--- config.mk ---
export PLATFORM = sky130hd
export DESIGN_NAME = mesi_isc_bus_monitor
export DESIGN_NICKNAME = d
export VERILOG_FILES = /design/src/rtl/mesi_isc_mon_pkg.sv /design/src/rtl/mesi_isc_mon_port.sv /design/src/rtl/mesi_isc_bus_monitor.sv
export SDC_FILE = /design/constraint.sdc
export NUM_CORES = 1
export LEC_CHECK = 0
export ABC_AREA = 0
export ABC_CLOCK_PERIOD_IN_PS = 2000
export CORE_MARGIN = 10
export CORE_UTILIZATION = 50
export CTS_CLUSTER_DIAMETER = 60
export DETAILED_ROUTE_END_ITERATION = 6
export DONT_BUFFER_PORTS = 1
export PLACE_DENSITY = 0.63
export SYNTH_ARGS = -nofsm -noshare
export SYNTH_HDL_FRONTEND = slang
export SYNTH_HIERARCHICAL = 1
export SYNTH_SLANG_ARGS = --single-unit
export TNS_END_PERCENT = 30
--- constraint.sdc ---
create_clock -name clk -period 2 [get_ports clk]
set_input_delay 0.4 -clock clk [delete_from_list [all_inputs] [get_ports clk]]
set_output_delay 0.4 -clock clk [all_outputs]
set_load 0.005 [all_outputs]
--- src/rtl/mesi_isc_mon_pkg.sv ---
// mesi_isc_mon_pkg: shared types and constants for the ISC bus monitor.
// Command values mirror the mesi_isc_define.v main-bus encodings.
package mesi_isc_mon_pkg;

   typedef enum logic [1:0] {
      ST_IDLE  = 2'd0,
      ST_REQ   = 2'd1,
      ST_ACKED = 2'd2
   } mon_state_t;

   localparam int unsigned CMD_LEGAL_MAX = 4;

   localparam int unsigned MESI_ISC_MBUS_CMD_NOP      = 0;
   localparam int unsigned MESI_ISC_MBUS_CMD_WR       = 1;
   localparam int unsigned MESI_ISC_MBUS_CMD_RD       = 2;
   localparam int unsigned MESI_ISC_MBUS_CMD_WR_BROAD = 3;
   localparam int unsigned MESI_ISC_MBUS_CMD_RD_BROAD = 4;

endpackage

--- src/rtl/mesi_isc_mon_port.sv ---
// mesi_isc_mon_port: per-port handshake FSM, timer and sticky errors.
// Completion counter present only with MESI_ISC_MON_STATS_EN.
module mesi_isc_mon_port
   import mesi_isc_mon_pkg::*;
#(
   parameter int MBUS_CMD_WIDTH = 3,
   parameter int CBUS_CMD_WIDTH = 3,
   parameter int TIMEOUT_CYCLES = 64,
   parameter int STAT_WIDTH     = 16
) (
   input  logic                      clk,
   input  logic                      rst,
   input  logic [MBUS_CMD_WIDTH-1:0] mbus_cmd_i,
   input  logic                      mbus_ack_i,
   input  logic [CBUS_CMD_WIDTH-1:0] cbus_cmd_i,
   input  logic                      clr_i,
   output logic                      err_ack_width_o,
   output logic                      err_spurious_ack_o,
   output logic                      err_timeout_o,
   output logic                      err_cmd_drop_o,
   output logic                      err_cmd_illegal_o,
   output logic [STAT_WIDTH-1:0]     stat_bcast_o
);

   localparam int TW = $clog2(TIMEOUT_CYCLES + 1);
   localparam logic [TW-1:0] TMAX = TW'(TIMEOUT_CYCLES);

   mon_state_t                state_q, state_d;
   logic [MBUS_CMD_WIDTH-1:0] cmd_q, cmd_d;
   logic [TW-1:0]             timer_q, timer_d;
   logic                      fired_q, fired_d;
   logic                      is_bcast, done;
   logic                      set_aw, set_sp, set_to, set_dr, set_il;

   assign is_bcast =
      (mbus_cmd_i == MBUS_CMD_WIDTH'(MESI_ISC_MBUS_CMD_WR_BROAD)) ||
      (mbus_cmd_i == MBUS_CMD_WIDTH'(MESI_ISC_MBUS_CMD_RD_BROAD));

   assign set_il =
      (mbus_cmd_i > MBUS_CMD_WIDTH'(CMD_LEGAL_MAX)) ||
      (cbus_cmd_i > CBUS_CMD_WIDTH'(CMD_LEGAL_MAX));

   // Handshake FSM state, latched command and timeout timer.
   always_ff @(posedge clk or posedge rst) begin
      if (rst) begin
         state_q <= ST_IDLE;
         cmd_q   <= '0;
         timer_q <= '0;
         fired_q <= 1'b0;
      end else begin
         state_q <= state_d;
         cmd_q   <= cmd_d;
         timer_q <= timer_d;
         fired_q <= fired_d;
      end
   end

   // Next state plus one-cycle error set pulses; timeout is judged
   // before the ack so an ack arriving after TIMEOUT_CYCLES still flags.
   always_comb begin
      state_d = state_q;
      cmd_d   = cmd_q;
      timer_d = timer_q;
      fired_d = fired_q;
      done    = 1'b0;
      set_aw  = 1'b0;
      set_sp  = 1'b0;
      set_to  = 1'b0;
      set_dr  = 1'b0;
      unique case (state_q)
         ST_IDLE: begin
            fired_d = 1'b0;
            if (is_bcast && mbus_ack_i) begin
               state_d = ST_ACKED;
               done    = 1'b1;
            end else if (is_bcast) begin
               state_d = ST_REQ;
               cmd_d   = mbus_cmd_i;
               timer_d = TW'(1);
            end else if (mbus_ack_i) begin
               set_sp = 1'b1;
            end
         end
         ST_REQ: begin
            if (timer_q == TMAX && !fired_q) begin
               set_to  = 1'b1;
               fired_d = 1'b1;
            end
            if (mbus_ack_i) begin
               state_d = ST_ACKED;
               done    = 1'b1;
            end else if (mbus_cmd_i != cmd_q) begin
               state_d = ST_IDLE;
               set_dr  = 1'b1;
            end else if (timer_q != TMAX) begin
               timer_d = timer_q + TW'(1);
            end
         end
         ST_ACKED: begin
            set_aw  = mbus_ack_i;
            state_d = ST_IDLE;
         end
         default: state_d = ST_IDLE;
      endcase
   end

   // Sticky error flags; a new set wins over a same-cycle clear.
   always_ff @(posedge clk or posedge rst) begin
      if (rst) begin
         err_ack_width_o    <= 1'b0;
         err_spurious_ack_o <= 1'b0;
         err_timeout_o      <= 1'b0;
         err_cmd_drop_o     <= 1'b0;
         err_cmd_illegal_o  <= 1'b0;
      end else begin
         err_ack_width_o    <= set_aw | (err_ack_width_o & ~clr_i);
         err_spurious_ack_o <= set_sp | (err_spurious_ack_o & ~clr_i);
         err_timeout_o      <= set_to | (err_timeout_o & ~clr_i);
         err_cmd_drop_o     <= set_dr | (err_cmd_drop_o & ~clr_i);
         err_cmd_illegal_o  <= set_il | (err_cmd_illegal_o & ~clr_i);
      end
   end

`ifdef MESI_ISC_MON_STATS_EN
   logic [STAT_WIDTH-1:0] cnt_q;

   // Saturating completed-broadcast counter.
   always_ff @(posedge clk or posedge rst) begin
      if (rst) begin
         cnt_q <= '0;
      end else if (done && (cnt_q != '1)) begin
         cnt_q <= cnt_q + STAT_WIDTH'(1);
      end
   end

   assign stat_bcast_o = cnt_q;
`else
   logic unused_done;
   assign unused_done  = done;
   assign stat_bcast_o = '0;
`endif

endmodule

--- src/rtl/mesi_isc_bus_monitor.sv ---
// mesi_isc_bus_monitor: run-time protocol checker for NUM_PORTS ISC ports.
// Optional counters: define MESI_ISC_MON_STATS_EN.
module mesi_isc_bus_monitor
   import mesi_isc_mon_pkg::*;
#(
   parameter int NUM_PORTS      = 4,
   parameter int MBUS_CMD_WIDTH = 3,
   parameter int CBUS_CMD_WIDTH = 3,
   parameter int TIMEOUT_CYCLES = 64,
   parameter int STAT_WIDTH     = 16
) (
   input  logic                                clk,
   input  logic                                rst,
   input  logic [NUM_PORTS*MBUS_CMD_WIDTH-1:0] mbus_cmd_i,
   input  logic [NUM_PORTS-1:0]                mbus_ack_i,
   input  logic [NUM_PORTS*CBUS_CMD_WIDTH-1:0] cbus_cmd_i,
   input  logic                                clr_i,
   output logic [NUM_PORTS-1:0]                err_ack_width_o,
   output logic [NUM_PORTS-1:0]                err_spurious_ack_o,
   output logic [NUM_PORTS-1:0]                err_timeout_o,
   output logic [NUM_PORTS-1:0]                err_cmd_drop_o,
   output logic [NUM_PORTS-1:0]                err_cmd_illegal_o,
   output logic                                err_wr_multi_o,
   output logic                                err_any_o,
   output logic [NUM_PORTS*STAT_WIDTH-1:0]     stat_bcast_o
);

   localparam int MW = MBUS_CMD_WIDTH;
   localparam int CW = CBUS_CMD_WIDTH;

   logic [NUM_PORTS-1:0] is_wr;
   logic                 set_wm;

   for (genvar p = 0; p < NUM_PORTS; p++) begin : g_port
      assign is_wr[p] =
         mbus_cmd_i[p*MW +: MW] == MW'(MESI_ISC_MBUS_CMD_WR);

      mesi_isc_mon_port #(
         .MBUS_CMD_WIDTH (MW),
         .CBUS_CMD_WIDTH (CW),
         .TIMEOUT_CYCLES (TIMEOUT_CYCLES),
         .STAT_WIDTH     (STAT_WIDTH)
      ) u_port (
         .clk                (clk),
         .rst                (rst),
         .mbus_cmd_i         (mbus_cmd_i[p*MW +: MW]),
         .mbus_ack_i         (mbus_ack_i[p]),
         .cbus_cmd_i         (cbus_cmd_i[p*CW +: CW]),
         .clr_i              (clr_i),
         .err_ack_width_o    (err_ack_width_o[p]),
         .err_spurious_ack_o (err_spurious_ack_o[p]),
         .err_timeout_o      (err_timeout_o[p]),
         .err_cmd_drop_o     (err_cmd_drop_o[p]),
         .err_cmd_illegal_o  (err_cmd_illegal_o[p]),
         .stat_bcast_o       (stat_bcast_o[p*STAT_WIDTH +: STAT_WIDTH])
      );
   end

   assign set_wm = $countones(is_wr) > 1;

   // Sticky flag for simultaneous plain writes on several ports.
   always_ff @(posedge clk or posedge rst) begin
      if (rst) begin
         err_wr_multi_o <= 1'b0;
      end else begin
         err_wr_multi_o <= set_wm | (err_wr_multi_o & ~clr_i);
      end
   end

   assign err_any_o = (|err_ack_width_o) | (|err_spurious_ack_o) |
                      (|err_timeout_o) | (|err_cmd_drop_o) |
                      (|err_cmd_illegal_o) | err_wr_multi_o;

endmodule

# ---- After elaboration in Yosys (flattened, before gate mapping)
# Cells that the tools add are included.
dict set report classes {
  add_sub_neg 7
  magnitude_cmp 9
  n_eq_ne 64
  mux 92
  n_bitwise 52
  reduce_logical 49
}
# op count
set ops {}
lappend ops {{$mux 7} 20}
lappend ops {{$pmux 7 s2} 4}
lappend ops {{$mux 1} 44}
lappend ops {{$mux 2} 16}
lappend ops {{$add 7x1->7 const B} 4}
lappend ops {{$eq 7x7->1 const B} 4}
lappend ops {{$ne 7x7->1 const B} 4}
lappend ops {{$or 1x1->1} 26}
lappend ops {{$gt 3x3->1 const B} 8}
lappend ops {{$ne 2x1->1 const B} 12}
lappend ops {{$ne 2x2->1 const B} 12}
lappend ops {{$reduce_and 6->1} 4}
lappend ops {{$and 1x1->1} 21}
lappend ops {{$reduce_or 4->1} 5}
lappend ops {{$pmux 2 s2} 4}
lappend ops {{$reduce_and 2->1} 8}
lappend ops {{$eq 3x1->1 const B} 4}
lappend ops {{$eq 3x2->1 const B} 4}
lappend ops {{$eq 3x3->1 const B} 4}
lappend ops {{$ne 3x1->1 const B} 4}
lappend ops {{$ne 3x2->1 const B} 4}
lappend ops {{$ne 3x3->1} 4}
lappend ops {{$reduce_and 3->1} 4}
lappend ops {{$eq 2x1->1 const B} 4}
lappend ops {{other kinds (11)} 45}
dict set report totals {
  reg_bits 73
  wordCells 310
}

# ---- Longest topological paths before layout
# Gate-level depths: netlist (run 1).
dict set report logic_depth {
  depth_word 6
  mapped_depth 6
  mapped_depth_nobuf 6
}

# ---- By module
# The synthesis (run 1) kept the hierarchy.
# mod n_inst cells_each area_each_um2 seq_area_each_um2
set modules_own_cells {}
lappend modules_own_cells {{mesi_isc_mon_port (g_port[0].u_port ...)} 3 102 1043.5 450.4}
lappend modules_own_cells {{mesi_isc_mon_port (g_port[3].u_port)} 1 101 1048.5 450.4}
lappend modules_own_cells {mesi_isc_bus_monitor 1 17 140.1 25.0}

# ---- Worst setup path before layout (run 1)
# Ideal clock, no wire load.
dict set report synth_timing {
  path_kind {input -> register}
  start {input mbus_cmd_i[1]}
  end {register err_wr_multi_o}
  arrival_ps 2077
  t_required_ps 1931
  setup_slack_ps -146
  stages 4
  cell_sequence {or3b_2 > fa_1 > or4b_2 > nand3_1}
}
dict set report synth_via {
  elab_chain_len 5
}
# element line
set synth_lines {}
lappend synth_lines {{from (decl)} mesi_isc_bus_monitor.sv:14} ;# input logic [NUM_PORTS*MBUS_CMD_WIDTH-1:0] mbus_cmd_i,
lappend synth_lines {{$eq 3x1->1} mesi_isc_bus_monitor.sv:36} ;# mbus_cmd_i[p*MW +: MW] == MW'(MESI_ISC_MBUS_CMD_WR);
lappend synth_lines {{$add 1x1->2 (not written as such)} mesi_isc_bus_monitor.sv:59} ;# assign set_wm = $countones(is_wr) > 1;
lappend synth_lines {{$add 2x2->3 (not written as such)} mesi_isc_bus_monitor.sv:59}
lappend synth_lines {{$gt 3x1->1} mesi_isc_bus_monitor.sv:59}
lappend synth_lines {{$or 1x1->1} mesi_isc_bus_monitor.sv:66} ;# err_wr_multi_o <= set_wm | (err_wr_multi_o & ~clr_i);
lappend synth_lines {{to (signal assigned)} mesi_isc_bus_monitor.sv:66}
lappend synth_lines {{to (decl)} mesi_isc_bus_monitor.sv:23} ;# output logic err_wr_multi_o,
# No other way between the ends.
# A chain may end at the register's enable or synchronous reset.

# ---- Final worst setup path (run 1)
dict set report layout_timing {
  start {register g_port[3].u_port.err_ack_width_o}
  end {output err_any_o}
}
dict set report layout_via {
  elab_chain_len 6
}
# element line
set layout_lines {}
lappend layout_lines {{from (decl)} mesi_isc_mon_port.sv:17} ;# output logic err_ack_width_o,
lappend layout_lines {{from (signal assigned)} mesi_isc_mon_port.sv:116} ;# err_ack_width_o <= set_aw | (err_ack_width_o & ~clr_i);
lappend layout_lines {{$reduce_or 4->1} mesi_isc_bus_monitor.sv:70} ;# assign err_any_o = (|err_ack_width_o) | (|err_spurious_ack_o) |
lappend layout_lines {{$or 1x1->1 (2 in series)} mesi_isc_bus_monitor.sv:70}
lappend layout_lines {{$or 1x1->1 (2 in series)} mesi_isc_bus_monitor.sv:71} ;# (|err_timeout_o) | (|err_cmd_drop_o) |
lappend layout_lines {{$or 1x1->1} mesi_isc_bus_monitor.sv:72} ;# (|err_cmd_illegal_o) | err_wr_multi_o;
lappend layout_lines {{to (decl)} mesi_isc_bus_monitor.sv:24} ;# output logic err_any_o,
# No other way between the ends.

==> run_results.csv, run 1 <==
group,metric,value,unit
routing,antenna_left,0,
global_route,grt_pass1_wl,15400,µm
cts,cts_tree,"done",
sta,clock_skew,0.00648,ns
floorplanning,rows,33,
yosys,yosysWarningCount,6,
yosys,syn_inst,424,
sta,max_freq,460,MHz
sta,tightest_slew,0.703,ns
cts,clock_sinks,73,
placement,gp_congestion,0.798,
floorplanning,core_area,8300,µm²
pwr,comb_power_share,16.5,%
yosys,synth_cell_type_count,52,
global_route,grt_pass1_vias,3043,
worst_setup_path,crit_chain,"or4_1 -> or4_4",
yosys,synth_area_per_cell,10.2,µm²
yosys,ys_ff_latch,73,
global_route,grt_max_degree,19,
placement,dp_hpwl,7620,µm
finish,diodes,0,
sta,finalWorstSetupSlack,-0.173,ns
cts,numCtsBuffers,9,
yosys,post-synth-top-area-cell,"dfrtp_1",
sta,fin_crit_sh,109,%
sta,post-route-min-period,2.17,ns
routing,drt_pass1_iterations,4,
cts,worstSkewPairLatency,0.36,ns
routing,vias_per_cell,5.55,
pwr,switching_share,28.0,%
pwr,p_int,2690,µW
placement,portBuffers,0,
floorplanning,die_w,113,µm
cts,clockBufferDepth,2,
floorplanning,pin_count,117,
yosys,synth_top_area_share,42.3,%
pwr,powerDensity,824,nW/µm²
worst_setup_path,crit_path_end_kind,"output port",
worst_hold_path,hold_class,"in -> async",
worst_setup_path,cp_slowest_cell,"or4_4",
floorplanning,start_util,52.0,%
cts,clockRootBuffer,"clkbuf_8",
worst_setup_path,start_kind,"flip-flop",
floorplanning,die_y,113,µm
routing,drc,0,
finish,area_delta_synth_final,5.07,%
routing,drt_wl_total,9650,µm
run_status,status,"complete, but fails checks",
run_status,violations,"negative setup slack",
finish,fillers,764,
sta,timing.hold.ws,0.0292,ns
worst_setup_path,critPathMaxStageDelay,0.51,ns
cts,post-cts-setup-buffers,0,
finish,nets,480,
routing,drt_iter0_markers,101,
sta,drv_slew,0,
worst_setup_path,critPathRequiredTime,1.60,ns
yosys,synth_edf_count,0,
worst_setup_path,path_delay_family,"simple AND/OR/NAND/NOR gates",
sta,relSlewSlack,53.1,%
worst_setup_path,cp_num_buf_inv,0,
pwr,netSwitchingPower,1050,µW
finish,drive_above_1_share,16.0,%
routing,vias,3051,
sta,rsz0062_at_grt,"yes",
routing,post_drt_wl_per_cell,17.5,µm
cts,htreeDepth,3,
global_route,grt_overflow_total,0,
yosys,yosys_most_used_dff,"dfrtp_1",
worst_setup_path,critPathArrivalTime,1.77,ns
yosys,synth.area.top_cells,"dfrtp_1 (42%), buf_4 (11%), a22o_1 (3.2%)",
pwr,seq_power_share,48.3,%
job,max-cap-violations,0,
worst_setup_path,crit_fanout,2,
sta,finalHoldViolCount,0,
pwr,p_leak,0.00214,µW
cts,clk_pin_slew,0.08,ns
pwr,clockPowerShare,35.2,%
sta,finalSetupViolCount,1,
pwr,peakVddDrop,0.000526,V
worst_setup_path,criticalPathCategory,"reg -> out",
floorplanning,fp.dieArea,12800,µm²
global_route,antenna_found_initial,0,
sta,final.setup.tns,-0.173,ns
yosys,synthArstFlopShare,100,%
yosys,ys_seq_area_share,42.3,%
yosys,synth_area,4320,µm²
global_route,grtUsageTotal,14.9,%
-- power groups by stage --
stage | clock network [µW] | registers (µW) | logic, µW
global route | 1420 | 1830 | 708
floorplan | 0 | 1780 | 602
detailed placement | 0 | 1830 | 610
CTS | 1350 | 1810 | 618
finish | 1310 | 1810 | 618
global placement | 0 | 1820 | 593
-- cell families after synthesis --
| kind of cell | after synthesis | share of synthesized area [%] |
|---|---|---|
| other | 4 | 0.348 |
| XOR/XNOR | 12 | 2.43 |
| AO/OA/AOI/OAI | 92 | 15.6 |
| flip-flops | 73 | 42.3 |
| adder cells (fa/ha/maj) | 9 | 2.78 |
| multiplexers | 8 | 1.97 |
| buffers and inverters | 88 | 13.2 |
| AND/OR/NAND/NOR | 138 | 21.3 |
-- routing by layer --
layer / GRT usage [%] / share of wire, % / vias to the layer above
met5: 0 / 0 / -
met4: 5.16 / 1.5 / 0
met3: 6.76 / 10 / 13
met2: 23.8 / 47 / 100
met1: 17.3 / 41 / 1510
li1: - / - / 1428
-- state kept, by name, summed over array words and instances, names as in the netlist --
| register | count |
|---|---|
| g_port.u_port/err_ack_width_o | 4 |
| g_port.u_port/err_cmd_illegal_o | 4 |
| g_port.u_port/fired_q | 4 |
| g_port.u_port/timer_q | 28 |
| g_port.u_port/cmd_q | 12 |
| g_port.u_port/state_q | 8 |
| g_port.u_port/err_timeout_o | 4 |
| g_port.u_port/err_cmd_drop_o | 4 |
| err_wr_multi_o | 1 |
| g_port.u_port/err_spurious_ack_o | 4 |
-- layout make-up --
type	instances	area [µm²]	share of cell area [%]
multi-input cells	323	2190	48.2
flip-flops and latches	73	1830	40.3
clock buffers	11	151	3.34
well taps	105	131	2.89
inverters	24	90.1	1.99
clock inverters	5	77.6	1.71
repair buffers	9	70.1	1.54
-- per-stage QoR --
| step | util [%] | std cells | worst slack, ns | instance area, µm² | power (µW) |
|---|---|---|---|---|---|
| after floorplan | - | 484 | 0.0938 | 4550 | 2380 |
| after global placement | 51.4 | 533 | 0.0407 | 4260 | 2420 |
| after detailed placement | 51.4 | 533 | 0.00694 | 4260 | 2440 |
| after CTS | 54.5 | 550 | -0.167 | 4520 | 3780 |
| after global routing | 54.7 | 550 | -0.237 | 4540 | 3950 |
| final | 54.7 | 550 | -0.173 | 4540 | 3740 |
-- placed cells by master, fill, tap and decap left out, types with 6 or more instances in the layout --
| cell | n |
|---|---|
| a21o_1 | 8 |
| o22a_1 | 8 |
| a22o_1 | 16 |
| buf_4 | 8 |
| o21ai_1 | 7 |
| inv_1 | 23 |
| nor2_1 | 21 |
| nand3_1 | 17 |
| nand2_1 | 21 |
| conb_1 | 64 |
| a21oi_1 | 8 |
| xnor2_1 | 12 |
| nor3b_1 | 15 |
| nor3_1 | 14 |
| and3_2 | 6 |
| ha_1 | 8 |
| clkbuf_8 | 11 |
| dfrtp_1 | 70 |
| o21ai_0 | 19 |
-- synthesized netlist by cell type (4+ instances only) --
| cell type | instances |
|---|---|
| nor3b_1 | 15 |
| a21o_1 | 8 |
| mux2_2 | 4 |
| o21ai_1 | 7 |
| nor2_1 | 21 |
| a32o_1 | 4 |
| ha_1 | 8 |
| inv_1 | 24 |
| nand3_1 | 17 |
| dfrtp_1 | 73 |
| a211o_1 | 4 |
| o2bb2ai_1 | 4 |
| mux2i_1 | 4 |
| a22o_1 | 16 |
| a21oi_1 | 8 |
| nor4b_1 | 4 |
| nor3b_2 | 4 |
| conb_1 | 4 |
| nand2_1 | 21 |
| xnor2_1 | 12 |
| and3_2 | 6 |
| buf_4 | 64 |
| o22a_1 | 8 |
| nor3_1 | 14 |
| o21ai_0 | 19 |
| o311a_1 | 4 |
-- worst register-to-register path: cells and delay by family, from the launching register on --
| kind | cells | cell delay [ns] |
|---|---|---|
| AND/OR/NAND/NOR | 2 | 0.77 |
| adder cells (fa/ha/maj) | 1 | 0.13 |
| flip-flops | 1 | 0.41 |
| AO/OA/AOI/OAI | 2 | 0.42 |
| buffers and inverters | 1 | 0.08 |
-- what timing repair did --
item                                    in CTS  in global routing
endpoints found under the setup margin       1                  4
resized for setup                            5                  4
pin swaps                                    5                  5
hold endpoints to repair                     1                  0
hold buffers                                 1                  0
-- final timing paths --
check                                                  from                               to  slack (ns)  cells past startpoint
min reg2reg                       g_port[3].u_port/cmd_q[0]        g_port[3].u_port/cmd_q[0]        0.50                      1
min                                                     rst  g_port[1].u_port/err_cmd_drop_o        0.03                      1
min in group clk                              mbus_ack_i[0]      g_port[0].u_port/state_q[1]        0.17                      1
max reg2reg                     g_port[2].u_port/timer_q[0]      g_port[2].u_port/timer_q[5]        0.09                      6
max                        g_port[3].u_port/err_ack_width_o                        err_any_o       -0.17                      2
max in group asynchronous                               rst  g_port[2].u_port/err_cmd_drop_o        1.49                      1
Note: power is estimated with default switching activity, not from simulation.
==> run 2: changes to the inputs <==
SLEW_MARGIN = 15   (was not set)
==> results of run 2 <==
Same layout as run 1: the final DEF is identical, and so are final timing and power.
